<file path="src/rtl/pwm_capture.sv">
// pwm_capture: measures PWM high time and period in clk cycles, reports a
// static line after an edge-free timeout, and decodes L298 direction pins.
module pwm_capture #(
  parameter int CNT_W   = 16,
  parameter int TIMEOUT = 64
) (
  input  logic             clk,
  input  logic             rst_n,
  input  logic             pwm_in,
  input  logic             dir_a,
  input  logic             dir_b,
  output logic             meas_valid,
  output logic [CNT_W-1:0] high_cnt,
  output logic [CNT_W-1:0] period_cnt,
  output logic             static_det,
  output logic             static_lvl,
  output logic [1:0]       dir_code,
  output logic             dir_chg
);

  typedef enum logic [2:0] {ARM, WAIT_RISE, HIGH, LOW, STATIC} state_t;

  localparam logic [CNT_W-1:0] CNT_MAX   = '1;
  localparam logic [CNT_W-1:0] CNT_ONE   = CNT_W'(1);
  localparam logic [CNT_W-1:0] IDLE_LAST = CNT_W'(TIMEOUT - 1);

  function automatic logic [CNT_W-1:0] sat_inc(input logic [CNT_W-1:0] v);
    return (v == CNT_MAX) ? v : v + CNT_ONE;
  endfunction

  logic             pwm_s1, pwm_s, pwm_p;
  logic             a_s1, a_s, b_s1, b_s;
  state_t           state, state_d;
  logic [1:0]       arm_cnt, arm_cnt_d;
  logic [CNT_W-1:0] hc, hc_d, pc, pc_d, idle, idle_d;
  logic [CNT_W-1:0] high_cnt_d, period_cnt_d;
  logic             meas_valid_d, static_det_d, static_lvl_d;
  logic             go_static;
  logic             rise, fall, timeout;

  assign rise    = pwm_s & ~pwm_p;
  assign fall    = ~pwm_s & pwm_p;
  // A rise or fall in the deciding cycle always beats the timeout.
  assign timeout = ~(rise | fall) && (idle == IDLE_LAST);

  // NOTE: every flop uses non-blocking assignment so all registers update
  // together from the values present before the edge.
  always_ff @(posedge clk) begin
    if (!rst_n) begin
      pwm_s1   <= 1'b0;
      pwm_s    <= 1'b0;
      pwm_p    <= 1'b0;
      a_s1     <= 1'b0;
      a_s      <= 1'b0;
      b_s1     <= 1'b0;
      b_s      <= 1'b0;
      dir_code <= 2'b00;
      dir_chg  <= 1'b0;
    end else begin
      pwm_s1   <= pwm_in;
      pwm_s    <= pwm_s1;
      pwm_p    <= pwm_s;
      a_s1     <= dir_a;
      a_s      <= a_s1;
      b_s1     <= dir_b;
      b_s      <= b_s1;
      dir_code <= {b_s, a_s};
      dir_chg  <= ({b_s, a_s} != dir_code);
    end
  end

  always_ff @(posedge clk) begin
    if (!rst_n) state <= ARM;
    else        state <= state_d;
  end

  always_ff @(posedge clk) begin
    if (!rst_n) begin
      arm_cnt    <= 2'd0;
      hc         <= '0;
      pc         <= '0;
      idle       <= '0;
      meas_valid <= 1'b0;
      high_cnt   <= '0;
      period_cnt <= '0;
      static_det <= 1'b0;
      static_lvl <= 1'b0;
    end else begin
      arm_cnt    <= arm_cnt_d;
      hc         <= hc_d;
      pc         <= pc_d;
      idle       <= idle_d;
      meas_valid <= meas_valid_d;
      high_cnt   <= high_cnt_d;
      period_cnt <= period_cnt_d;
      static_det <= static_det_d;
      static_lvl <= static_lvl_d;
    end
  end

  // NOTE: every signal written here gets a default first, so no path can
  // leave one unassigned and infer a latch.
  always_comb begin
    state_d      = state;
    arm_cnt_d    = arm_cnt;
    hc_d         = hc;
    pc_d         = pc;
    idle_d       = (rise | fall) ? '0 : sat_inc(idle);
    meas_valid_d = 1'b0;
    high_cnt_d   = high_cnt;
    period_cnt_d = period_cnt;
    static_det_d = static_det;
    static_lvl_d = static_lvl;
    go_static    = 1'b0;

    case (state)
      ARM: begin
        idle_d = '0;
        if (arm_cnt == 2'd2) state_d = WAIT_RISE;
        else                 arm_cnt_d = arm_cnt + 2'd1;
      end
      WAIT_RISE: begin
        if (rise) begin
          hc_d    = CNT_ONE;
          pc_d    = CNT_ONE;
          state_d = HIGH;
        end else if (timeout) begin
          go_static = 1'b1;
        end
      end
      HIGH: begin
        if (fall) begin
          pc_d    = sat_inc(pc);
          state_d = LOW;
        end else if (timeout) begin
          go_static = 1'b1;
        end else begin
          hc_d = sat_inc(hc);
          pc_d = sat_inc(pc);
        end
      end
      LOW: begin
        if (rise) begin
          high_cnt_d   = hc;
          period_cnt_d = pc;
          static_det_d = 1'b0;
          meas_valid_d = 1'b1;
          hc_d         = CNT_ONE;
          pc_d         = CNT_ONE;
          state_d      = HIGH;
        end else if (timeout) begin
          go_static = 1'b1;
        end else begin
          pc_d = sat_inc(pc);
        end
      end
      STATIC: begin
        if (rise) begin
          hc_d    = CNT_ONE;
          pc_d    = CNT_ONE;
          state_d = HIGH;
        end else if (fall) begin
          state_d = WAIT_RISE;
        end
      end
      default: state_d = ARM;
    endcase

    // The open period, if any, is abandoned rather than published.
    if (go_static) begin
      high_cnt_d   = '0;
      period_cnt_d = '0;
      static_det_d = 1'b1;
      static_lvl_d = pwm_s;
      meas_valid_d = 1'b1;
      state_d      = STATIC;
    end
  end

endmodule

</file>
<file path="config.mk">
export PLATFORM = sky130hd
export DESIGN_NAME = pwm_capture
export DESIGN_NICKNAME = d
export VERILOG_FILES = /design/src/rtl/pwm_capture.sv
export SDC_FILE = /design/constraint.sdc
export NUM_CORES = 1
export LEC_CHECK = 0
export ABC_CLOCK_PERIOD_IN_PS = 2250
export CORE_MARGIN = 5
export CORE_UTILIZATION = 40
export DETAILED_ROUTE_END_ITERATION = 8
export PLACE_DENSITY = 0.69
export SETUP_SLACK_MARGIN = 0.4
export SKIP_CTS_REPAIR_TIMING = 1
export SLEW_MARGIN = 40
export SYNTH_ARGS = -nofsm -noshare
export SYNTH_HDL_FRONTEND = slang
export SYNTH_SLANG_ARGS = --single-unit
</file>
<file path="constraint.sdc">
create_clock -name clk -period 2.25 [get_ports clk]
set_clock_uncertainty 0.1 [all_clocks]
set_input_delay 0.225 -clock clk [delete_from_list [all_inputs] [get_ports clk]]
set_output_delay 0.225 -clock clk [all_outputs]
set_load 0.01 [all_outputs]
</file>
==> run_results.csv <==
group,metric,value,unit
critical_path,rr_endpoint,"period_cnt[8]$_SDFFE_PP0P_",
detailed_routing,viasPerCell,5.63,
place,io_buffer_count,42,
yosys,synth_top_area_share,43.0,%
detailed_routing,wl_met2,5.76,mm
yosys,synth_enable_flop_cells,0,
cts,cts_buffer_depth,2,
critical_path,r2r_slack,0.10,ns
sta,fin_ws,0.103,ns
critical_path,cp.required,2.39,ns
yosys,yosys_warnings,0,
power_and_ir_drop,ir_worst_vdd,562,µV
sta,tightest_slew,0.747,ns
sta,rsz0062_at_grt,"yes",
yosys,ys_seq_area_share,43.0,%
detailed_routing,drtPass1Iterations,5,
critical_path,start_kind,"flop",
detailed_routing,drt_iter0_markers,248,
sta,drv_slew,0,
grt,grt_overflow,0,
critical_path,r2r-start,"pwm_s$_SDFF_PN0_",
finish,insertedDiodeCount,0,
cts,clock-root-buffer,"clkbuf_16",
place,dpl_cell_area,5280,µm²
job,drv_cap,0,
finish,regArea,1980,µm²
sta,setup_violations,0,
yosys,yosys-top-cells-area,"dfxtp_1 43%, nand2_1 7.9%, a21oi_1 6.7%",
finish,drive_gt1_share,18.0,%
critical_path,crit_type,"flop to flop",
cts,clkTransAtPathRegs,0.06,ns
sta,hold_violations,0,
critical_path,reg2reg_depth,7,
hold_path,min_path_cells,1,
grt,grt_max_degree,35,
detailed_routing,highest_layer,"met4",
grt,grt_pass1_wl,18.2,mm
finish,final_common_cell,"nand2_1",
detailed_routing,wl_met3,595,µm
yosys,synth_nets,552,
sta,period_needed,2.15,ns
finish,fin_nets,617,
place,gp_congestion,0.908,
hold_path,whs_endpoint,"pwm_s$_SDFF_PN0_",
finish,multi_input_area,2630,µm²
cts,cts_tree,"done",
grt,grt_pass1_vias,3947,
place,dp_slack,-0.00705,ns
sta,fmax,0.466,GHz
cts,cts_buffers,9,
yosys,syn_area_per_cell,8.43,µm²
floorplan,fp-row-count,39,
finish,design_area,5890,µm²
grt,grtUsageTotal,16.6,%
finish,fill_cells,1038,
power_and_ir_drop,p_leak,1.91,nW
yosys,synthDistinctLibCells,67,
sta,worst_hold_slack,0.329,ns
yosys,synth_seq_cells,98,
hold_path,min_path_type,"flop to flop",
place,dp_hpwl,7.77,mm
detailed_routing,wl_per_cell,15.3,µm
floorplan,die-area,13600,µm²
critical_path,cp_max_fo,17,
yosys,yosysTopAreaCell,"dfxtp_1",
cts,clkSinkCount,98,
critical_path,end_kind,"flop",
cts,clkLatencyLatePin,0.35,ns
hold_path,worstHoldStart,"pwm_s1$_SDFF_PN0_",
sta,timing.slew.headroom,49.8,%
floorplan,core-area,11300,µm²
yosys,netlist_area,4560,µm²
detailed_routing,drt-met1-wl,4.91,mm
power_and_ir_drop,power_density,660,nW/µm²
floorplan,die_w,117,µm
detailed_routing,ant_nets,0,
sta,final.period_utilization,95.4,%
detailed_routing,num_vias,4243,
detailed_routing,route.detailed.drc,0,
finish,synthToLayoutAreaGrowth,29.1,%
finish,most-common-layout-cells,"96 x nand2_1, 89 x dfxtp_1, 56 x a21oi_1, 42 x clkdlybuf4s50_1, 32 x buf_4",
cts,htreeDepth,3,
floorplan,start_util,40.3,%
yosys,ys_async_sr_fraction,0,%
detailed_routing,wirelength,11.5,mm
floorplan,die_y,117,µm
critical_path,cp.arrival,2.29,ns
floorplan,io-pin-count,43,
yosys,synthCells,541,
yosys,synthFlopType,"dfxtp_1",
status,outcome,"finished clean",
grt,grt_antenna_before_repair,0,
worst max-delay path by stage:
stage,start,end,cells after the start
floorplan,pwm_s$_SDFF_PN0_,state[0]$_SDFFE_PP0P_,9
CTS,pwm_s$_SDFF_PN0_,period_cnt[8]$_SDFFE_PP0P_,7
detailed placement,pwm_s$_SDFF_PN0_,period_cnt[8]$_SDFFE_PP0P_,7
global route,pwm_s$_SDFF_PN0_,period_cnt[6]$_SDFFE_PP0P_,7
finish,pwm_s$_SDFF_PN0_,period_cnt[8]$_SDFFE_PP0P_,7
global placement,pwm_s$_SDFF_PN0_,period_cnt[14]$_SDFFE_PP0P_,7
Yosys cell counts (3+ instances only):
master      n
buf_6       4
and2_1     12
nor3_1     15
a21oi_1    61
buf_12      3
inv_1      12
ha_1        6
o211ai_1    5
o21ai_0    17
nor2_1     32
or4_1      10
dfxtp_1    98
xnor2_1     5
xor2_1      6
nor3b_1     3
and3_1      7
nand3_1    14
nand2b_1    3
mux2i_1    11
a2111oi_0   3
a211oi_1    5
or3_1      15
o2111ai_1   4
a31oi_1     5
nand4_1    14
clkbuf_1   17
nand2_1    96
o31ai_1    10
metrics by stage:
step	std cells	TNS [ns]	total power, mW	util (%)
after floorplan	541	0	2.17	-
after global placement	724	0	2.27	46.7
after detailed placement	724	-0.00927	2.28	46.7
after CTS	740	-0.0680	3.85	49.4
after global routing	754	0	4.06	52.0
final	754	0	3.88	52.0
final cells by class:
cell class | count | area share [%]
Clock buffer | 12 | 4.36
Clock inverter | 4 | 0.829
Inverter | 13 | 0.829
Multi-Input combinational cell | 404 | 44.7
Sequential cell | 98 | 33.5
Tap cell | 143 | 3.04
Timing Repair Buffer | 80 | 12.7
flip-flops by register name, summed over array words and instances (netlist names):
signal and count:
a_s 1, a_s1 1, arm_cnt 2, b_s 1, b_s1 1, dir_chg 1, dir_code 2, hc 16
high_cnt 16, idle 16, meas_valid 1, pc 16, period_cnt 16, pwm_p 1, pwm_s 1, pwm_s1 1
state 3, static_det 1, static_lvl 1
routing by layer:
| metal | global-route usage, % | vias to the layer above |
|---|---|---|
| met5 | 0 | - |
| met4 | 8.94 | 0 |
| met3 | 3.14 | 21 |
| met2 | 27.6 | 101 |
| met1 | 20.4 | 2028 |
| li1 | - | 2093 |
logic make-up after synthesis:
kind of cell,share of synthesized area (%)
AOI/OAI and AO/OA,18.5
xor gates and xnor gates,2.11
and+or+nand+nor,27.0
muxes,2.41
adders and majority gates,1.65
buffers and inverters,5.27
DFF,43.0
report_power, final:
part	leakage (nW)	switching [mW]	total, mW	internal, mW
sequential	0.796	0.0535	1.83	1.78
combinational	0.969	0.268	0.478	0.210
clock	0.149	0.652	1.57	0.921
worst max-delay path, cell delays in order, from the launching register on:
cell and delay, ns:
dfxtp_2 0.35, inv_2 0.05, ha_4 0.26, nor4b_4 0.23, nand3_4 0.12, or4b_4 0.66, nand2_8 0.19, a21oi_1 0.06
Power figures use the tool's default switching activity.
